**config.mk**
```make
export PLATFORM = sky130hd
export DESIGN_NAME = seq_pattern_tx_flat
export DESIGN_NICKNAME = d
export VERILOG_FILES = /design/src/rtl/seq_pattern_tx_if.sv /design/src/rtl/seq_pattern_tx.sv /design/src/flat_wrapper.sv
export SDC_FILE = /design/constraint.sdc
export NUM_CORES = 1
export LEC_CHECK = 0
export CORE_UTILIZATION = 49
export CTS_BUF_LIST = sky130_fd_sc_hd__clkbuf_4 sky130_fd_sc_hd__clkbuf_8
export DETAILED_ROUTE_END_ITERATION = 7
export GPL_TIMING_DRIVEN = 1
export PLACE_DENSITY = 0.79
export SYNTH_ARGS = -nofsm -noshare
export SYNTH_HDL_FRONTEND = slang
export SYNTH_SLANG_ARGS = --single-unit
```
**constraint.sdc**
```tcl
create_clock -name clk -period 6.6 [get_ports clk]
set_clock_uncertainty 0.05 [all_clocks]
set_input_delay 0.99 -clock clk [delete_from_list [all_inputs] [get_ports clk]]
set_output_delay 0.99 -clock clk [all_outputs]
set_load 0.01 [all_outputs]
```
**src/rtl/seq_pattern_tx_if.sv**
```systemverilog
// rtl/seq_pattern_tx_if.sv - start/pattern request and serial output bundle for seq_pattern_tx
interface seq_pattern_tx_if #(
    parameter int WIDTH = 4,
    parameter int CNT_W = 4,
    parameter int GAP_W = 4
);
    logic             start;
    logic [WIDTH-1:0] pattern;
    logic [CNT_W-1:0] repeat_n;
    logic [GAP_W-1:0] gap;
    logic             x;
    logic             valid;
    logic             busy;
    logic             done;

    modport master (
        output start, pattern, repeat_n, gap,
        input  x, valid, busy, done
    );

    modport slave (
        input  start, pattern, repeat_n, gap,
        output x, valid, busy, done
    );
endinterface

```
**src/rtl/seq_pattern_tx.sv**
```systemverilog
// rtl/seq_pattern_tx.sv - MSB-first serial pattern transmitter with repeat count and inter-repeat gap
module seq_pattern_tx #(
    parameter int WIDTH = 4,
    parameter int CNT_W = 4,
    parameter int GAP_W = 4
) (
    input  logic           clk,
    input  logic           rst,
    seq_pattern_tx_if.slave bus
);
    localparam int BW = (WIDTH > 1) ? $clog2(WIDTH) : 1;
    localparam logic [BW-1:0]    LAST_BIT = BW'(WIDTH - 1);
    localparam logic [BW-1:0]    ONE_B    = BW'(1);
    localparam logic [CNT_W-1:0] ONE_C    = CNT_W'(1);
    localparam logic [GAP_W-1:0] ONE_G    = GAP_W'(1);

    typedef enum logic [1:0] {IDLE, SEND, GAP, DONE} state_t;

    state_t           state;
    logic [WIDTH-1:0] pat_q;     // captured pattern, reloaded at the start of every repetition
    logic [WIDTH-1:0] sr;        // bits still to send in this repetition, MSB aligned
    logic [BW-1:0]    bit_idx;   // index of the bit currently on x (0 = MSB)
    logic [CNT_W-1:0] rep_cnt;   // repetitions remaining after the current one
    logic [GAP_W-1:0] gap_q;
    logic [GAP_W-1:0] gap_cnt;   // gap cycles remaining after the current one
    logic             x_q;
    logic             valid_q;
    logic             busy_q;
    logic             done_q;

    assign bus.x     = x_q;
    assign bus.valid = valid_q;
    assign bus.busy  = busy_q;
    assign bus.done  = done_q;

    // Control FSM; outputs are computed for the state being entered so they stay registered
    always_ff @(posedge clk) begin
        if (rst) begin
            state   <= IDLE;
            pat_q   <= '0;
            sr      <= '0;
            bit_idx <= '0;
            rep_cnt <= '0;
            gap_q   <= '0;
            gap_cnt <= '0;
            x_q     <= 1'b0;
            valid_q <= 1'b0;
            busy_q  <= 1'b0;
            done_q  <= 1'b0;
        end else begin
            case (state)
                IDLE: begin
                    x_q     <= 1'b0;
                    valid_q <= 1'b0;
                    busy_q  <= 1'b0;
                    done_q  <= 1'b0;
                    if (bus.start) begin
                        busy_q <= 1'b1;
                        if (bus.repeat_n != '0) begin
                            pat_q   <= bus.pattern;
                            gap_q   <= bus.gap;
                            rep_cnt <= bus.repeat_n - ONE_C;
                            sr      <= bus.pattern << 1;
                            x_q     <= bus.pattern[WIDTH-1];
                            valid_q <= 1'b1;
                            bit_idx <= '0;
                            state   <= SEND;
                        end else begin
                            done_q <= 1'b1;
                            state  <= DONE;
                        end
                    end
                end
                SEND: begin
                    if (bit_idx != LAST_BIT) begin
                        bit_idx <= bit_idx + ONE_B;
                        x_q     <= sr[WIDTH-1];
                        sr      <= sr << 1;
                    end else if (rep_cnt != '0) begin
                        rep_cnt <= rep_cnt - ONE_C;
                        if (gap_q != '0) begin
                            gap_cnt <= gap_q - ONE_G;
                            x_q     <= 1'b0;
                            valid_q <= 1'b0;
                            state   <= GAP;
                        end else begin
                            // back-to-back repetition: restart at the MSB with no idle cycle
                            bit_idx <= '0;
                            x_q     <= pat_q[WIDTH-1];
                            sr      <= pat_q << 1;
                        end
                    end else begin
                        x_q     <= 1'b0;
                        valid_q <= 1'b0;
                        done_q  <= 1'b1;
                        state   <= DONE;
                    end
                end
                GAP: begin
                    if (gap_cnt != '0) begin
                        gap_cnt <= gap_cnt - ONE_G;
                    end else begin
                        bit_idx <= '0;
                        x_q     <= pat_q[WIDTH-1];
                        sr      <= pat_q << 1;
                        valid_q <= 1'b1;
                        state   <= SEND;
                    end
                end
                DONE: begin
                    done_q <= 1'b0;
                    busy_q <= 1'b0;
                    state  <= IDLE;
                end
                default: state <= IDLE;
            endcase
        end
    end
endmodule

```
**src/flat_wrapper.sv**
```systemverilog
// flat-port wrapper written by rule: the top's interface ports become plain ports
module seq_pattern_tx_flat 
#(
    parameter int WIDTH = 4,
    parameter int CNT_W = 4,
    parameter int GAP_W = 4
)
  (clk, rst, bus_start, bus_pattern, bus_repeat_n, bus_gap, bus_x, bus_valid, bus_busy, bus_done);
  seq_pattern_tx_if #(.WIDTH(WIDTH), .CNT_W(CNT_W), .GAP_W(GAP_W)) bus_i ();
  input  logic clk;
  input  logic rst;
  input wire logic [$bits(bus_i.start)-1:0] bus_start;
  input wire logic [$bits(bus_i.pattern)-1:0] bus_pattern;
  input wire logic [$bits(bus_i.repeat_n)-1:0] bus_repeat_n;
  input wire logic [$bits(bus_i.gap)-1:0] bus_gap;
  output wire logic [$bits(bus_i.x)-1:0] bus_x;
  output wire logic [$bits(bus_i.valid)-1:0] bus_valid;
  output wire logic [$bits(bus_i.busy)-1:0] bus_busy;
  output wire logic [$bits(bus_i.done)-1:0] bus_done;
  assign bus_i.start = bus_start;
  assign bus_i.pattern = bus_pattern;
  assign bus_i.repeat_n = bus_repeat_n;
  assign bus_i.gap = bus_gap;
  assign bus_x = bus_i.x;
  assign bus_valid = bus_i.valid;
  assign bus_busy = bus_i.busy;
  assign bus_done = bus_i.done;
  seq_pattern_tx #(.WIDTH(WIDTH), .CNT_W(CNT_W), .GAP_W(GAP_W)) u_core (.clk(clk), .rst(rst), .bus(bus_i));
endmodule
```
### Word level (Yosys, flattened, before mapping)

Cells that the tools add are included.

| storage, ports and cells | value |
|---|---|
| output and inout bits | 4 |
| latch bits | 0 |
| bits in writable memories | 0 |
| register bits | 28 |
| memories kept | 0 |
| ROM bits | 0 |
| logic and storage cells | 101 |

| cells by class | value |
|---|---|
| reduce and logical (&&, ||, !) cells | 18 |
| $lt $le $gt $ge | 0 |
| multiplexer cells | 52 |
| $add $sub $neg | 5 |
| bitwise gates (word level) | 0 |
| multiply operators | 0 |
| divide/modulo/power cells | 0 |
| shift-type cells | 0 |
| equal/unequal tests | 15 |

Operators with widths:

| cell | number |
|---|---|
| 4-bit 2-to-1 mux | 14 |
| 2-bit 2-to-1 mux | 12 |
| 1-bit 2-to-1 mux | 17 |
| 4-bit one-hot mux with 2 select lines | 2 |
| 4-bit nonzero test | 4 |
| 4-bit by 1-bit subtractor with 4-bit output, second input constant | 4 |
| 4-bit one-hot mux with 3 select lines | 1 |
| 2-bit inequality test, second input constant | 5 |
| 5-bit AND reduction | 2 |
| 1-bit one-hot mux with 3 select lines | 3 |
| 2-bit by 1-bit inequality test with 1-bit output, second input constant | 4 |
| 2-bit one-hot mux with 4 select lines | 1 |
| 4-bit AND reduction | 2 |
| 2-bit one-hot mux with 3 select lines | 1 |
| 3-bit AND reduction | 2 |
| 6-bit AND reduction | 1 |
| 2-bit nonzero test | 3 |
| 3-bit nonzero test | 2 |
| 2-bit equality test, second input constant | 2 |
| 3-bit by 1-bit inequality test with 1-bit output, second input constant | 1 |
| 3-bit by 2-bit inequality test with 1-bit output, second input constant | 1 |
| 3-bit inequality test, second input constant | 1 |
| 2-bit by 1-bit adder with 2-bit output, second input constant | 1 |
| 2-bit by 1-bit equality test with 1-bit output, second input constant | 1 |
| other kinds (3) | 3 |

### Longest topological paths before layout

| depth | value |
|---|---|
| word-level depth | 5 |
| gate-level depth with buffers | 10 |
| mapped depth without buffers | 8 |

### Worst setup path before layout

Ideal clock, no wire load.

| timing path | value |
|---|---|
| path type | reg-to-reg |
| from | reg u_core.state[0] |
| to | reg u_core.gap_cnt[2] |
| stages on the path, launching flop included | 10 |
| buffers on the path | 2 |
| library setup time | 0.136 ns |
| arrival time | 2.052 ns |
| slack | 4.362 ns |
| clock period less this slack | 2.238 ns |
| path through | dfxtp_1 > inv_1 > ha_1 > clkbuf_1 > clkbuf_1 > mux2i_1 > ha_1 > a2111oi_0 > o22a_1 > o32ai_1 |

| between the ends | value |
|---|---|
| cells in the longest elaborated chain, start to end | 3 |
| elaborated cells between the ends (all ways) | 9 |
| those cells by class | 6 x eq/ne; 1 x mux; 2 x reduce/logical |

Ends and longest elaborated chain:

| element | RTL line | source |
|---|---|---|
| start: declaration | seq_pattern_tx.sv:19 | `state_t state;` |
| start signal: assignment | seq_pattern_tx.sv:39 | `state <= IDLE;` |
| start signal: assignment | seq_pattern_tx.sv:67 | `state <= SEND;` |
| start signal: assignment | seq_pattern_tx.sv:70 | `state <= DONE;` |
| 2-bit equality test / 2-bit by 1-bit equality test with 1-bit output (equally long branches) | seq_pattern_tx.sv:51 | `case (state)` |
| 2-bit by 1-bit inequality test with 1-bit output (no source line) (tied with other cells) | -- |  |
| 5-bit AND reduction (no source line) | -- |  |
| end signal: assignment | seq_pattern_tx.sv:82 | `gap_cnt <= gap_q - ONE_G;` |
| end signal: assignment | seq_pattern_tx.sv:101 | `gap_cnt <= gap_cnt - ONE_G;` |
| end: declaration | seq_pattern_tx.sv:25 | `logic [GAP_W-1:0] gap_cnt;` |

Parallel ways exist; a longest one is shown, timed or not.
A chain may end at the register's enable or synchronous reset.

### Worst setup path after layout

| timing path | value |
|---|---|
| from | in bus_repeat_n[2] |
| to | reg u_core.bit_idx[1] |

| between the ends | value |
|---|---|
| cells in the longest elaborated chain, start to end | 3 |

Ends and longest elaborated chain:

| element | RTL line | source |
|---|---|---|
| start: declaration | flat_wrapper.sv:14 | `input wire logic [$bits(bus_i.repeat_n)-1:0] bus_repeat_n;` |
| 4-bit nonzero test | seq_pattern_tx.sv:59 | `if (bus.repeat_n != '0) begin` |
| 2-bit by 1-bit inequality test with 1-bit output (no source line) | -- |  |
| 6-bit AND reduction (no source line) | -- |  |
| end signal: assignment | seq_pattern_tx.sv:76 | `bit_idx <= bit_idx + ONE_B;` |
| end: declaration | seq_pattern_tx.sv:22 | `logic [BW-1:0] bit_idx;` |

Every way passes these cells.

==> metrics.txt <==
Max FO, Critical Path=7; Worst Reg-to-Reg Cells=7; GR Util All Layers=22.8%; CTS root buffer=clkbuf_4; total core area=0.00315 mm²; Leakage Power=0.703 nW; Arr. time, crit path=2690 ps; area delta synth->final=11.9%; worst slew pin tran=701 ps; DP Worst Slack=3740 ps; Levels on crit path=5; Initial DRC Count=93; CTS clock-pin slew for the worst setup and hold paths=140 ps; Synth area leaders=dfxtp_1, a21oi_1, ha_1; total CTS buffers=3; GP Congestion=0.794; final setup vio count=0; worst hold endpoint=u_core.pat_q[2]; min Tclk post-route=2510 ps; filler instances=302; total grt overflow=0; Vias=1505; # hold bufs at CTS=0; synth warn=0; Cells after Synth=202; Worst setup SP type=input port; #FFs+latches synth=27; post-CTS sizing=0; WHS=423 ps; insertion delay of the later-clocked pin in the worst-skew pair=320 ps; buffer and inverter count on the worst path=1; Synth area leader=dfxtp_1; CTS Buffer Depth=2; Post-synth EDFFs=0; first-pass GRT wire length=6.35 mm; estimated wirelength of the detail-placed design=2.74 mm; delay-heaviest family, CP=compound AO/OA/AOI/OAI gates; CP cell instances=clkdlybuf4s50_1, o41ai_4, a211oi_4, and2_4, a41o_1; Unique masters post-synth=53; multi-input gate area in the final layout=0.00105 mm²; clk sinks=27; Mean Syn Cell Area=8.38 µm²; initial antenna violation count=0; Max Clk Rate=0.399 GHz; dominant synthesized flop cell=dfxtp_1; ANT cells=0; FF-to-FF setup slack=4170 ps; IO Pins=19; final net count=237; most instantiated cells after synthesis=dfxtp_1, a21oi_1, nand2_1; Peak VDD IR=0.228 mV; Hold Crit Class=reg2reg; worst r2r dst=u_core.gap_cnt[2]; Slowest Stage Delay on Critical Path=580 ps; kind of critical path=in2reg; Max Cap Viol=0; RSZ-0062 raised after global routing=no; RR Startpoint=u_core.state[0]; Starting Density=53.7%; Slew Viols, Final=0; vias per inst=5.86; Die Footprint=0.00369 mm²; Post-Route WL=3.73 mm; Vert. Die Dim=60.8 µm; Die Wd=60.8 µm; IO buf count=18; top-area cell type share of the netlist area=31.9%; DR WL/cell=14.5 µm; # rows=20; Syn Std Cell Area=0.00169 mm²; CTS tree=built; setup ws final=4090 ps; DRC viols=0; vias in the first global route=1356; Slew headroom=53.3%; largest net degree at the start of global routing=26; final worst path period share=38.0%; Worst Setup End Kind=register; sequential cell area=541 µm²; Antenna Violating Nets Remaining=0; CP Data Required Time=6780 ps; hold path start=u_core.pat_q[2]; Post-Syn Nets=225; H-tree depth=1; sequential area share after synthesis=31.9%; First-pass DRT Iterations=4; Post-CTS Setup Inserts=0; setup TNS=0 ps; async set-reset flop share out of synthesis=0%; status=complete, no violations; slowest cell on the critical path=o41ai_4; hold depth=2; final hold vios=0; count leader, synth=dfxtp_1; share of cells above drive strength 1=7.04%; Power per Cell Area=331 mW/mm²
tightest hold or removal path: stages (launching register included):
cell and delay, ps:
dfxtp_1 340, nand2_1 50, a21oi_1 50
state kept, by name, indices dropped and copies added (netlist names):
register	flops
u_core.bit_idx	2
u_core.bus.x	1
u_core.pat_q	4
u_core.gap_cnt	4
u_core.bus.busy	1
u_core.bus.done	1
u_core.rep_cnt	4
u_core.bus.valid	1
u_core.gap_q	4
u_core.sr	3
u_core.state	2
through the flow:
stage          cells  power [mW]  utilization [%]  instance area, µm²
2_1_floorplan    202       0.478                -                1690
3_3_place_gp     253       0.550             59.1                1860
3_5_place_dp     253       0.552             59.1                1860
4_1_cts          257       0.629             60.1                1890
5_1_grt          257       0.677             60.1                1890
6_report         257       0.628             60.1                1890
cells by family after synthesis:
group           synth area share (%)
mux                             5.54
buf+inv                         6.21
flops                           31.9
simple gates                    21.7
compound gates                  28.8
fa+ha+maj                       5.91
power by group:
group / internal (mW) / switching (mW)
clock network: 0.0278 / 0.0469
logic: 0.136 / 0.181
registers: 0.201 / 0.0357
worst max path at each step:
stage | startpoint | endpoint | slack, ps
3_5_place_dp | bus_repeat_n[2] | u_core.bit_idx[1] | 3740
5_1_grt | bus_repeat_n[2] | u_core.rep_cnt[3] | 4000
6_report | bus_repeat_n[2] | u_core.bit_idx[1] | 4090
2_1_floorplan | u_core.state[0] | u_core.gap_cnt[2] | 4360
4_1_cts | bus_repeat_n[2] | u_core.bit_idx[1] | 4110
3_3_place_gp | bus_repeat_n[2] | u_core.bit_idx[1] | 3780
layout make-up:
class                           count  area share [%]
Clock buffer                        4            1.59
Sequential cell                    27            28.5
Inverter                            9            1.78
Multi-Input combinational cell    154            55.3
Timing Repair Buffer               19            9.91
Tap cell                           44            2.91
cell usage in the layout (no fill, tap or decap), types with 4 or more instances in the layout:
| cell type | synthesis | final |
|---|---|---|
| dfxtp_1 | 27 | 27 |
| a21oi_1 | 25 | 25 |
| nand2_1 | 19 | 19 |
| clkdlybuf4s50_1 | 0 | 18 |
| nor2_1 | 14 | 14 |
| nand3_1 | 11 | 11 |
| inv_1 | 9 | 9 |
| o21ai_0 | 8 | 8 |
| ha_1 | 8 | 8 |
| mux2i_1 | 6 | 6 |
| a211oi_1 | 5 | 5 |
| nor3_1 | 5 | 5 |
| clkbuf_4 | 0 | 4 |
per-layer routing:
metal  vias up  GRT usage, %  share of wire (%)
met5         -             0                  0
met4         0          4.22                1.2
met2        34          35.6                 45
li1        776             -                  -
met3         5          3.84                3.7
met1       690          33.4                 50
(Power assumes the default switching activity.)
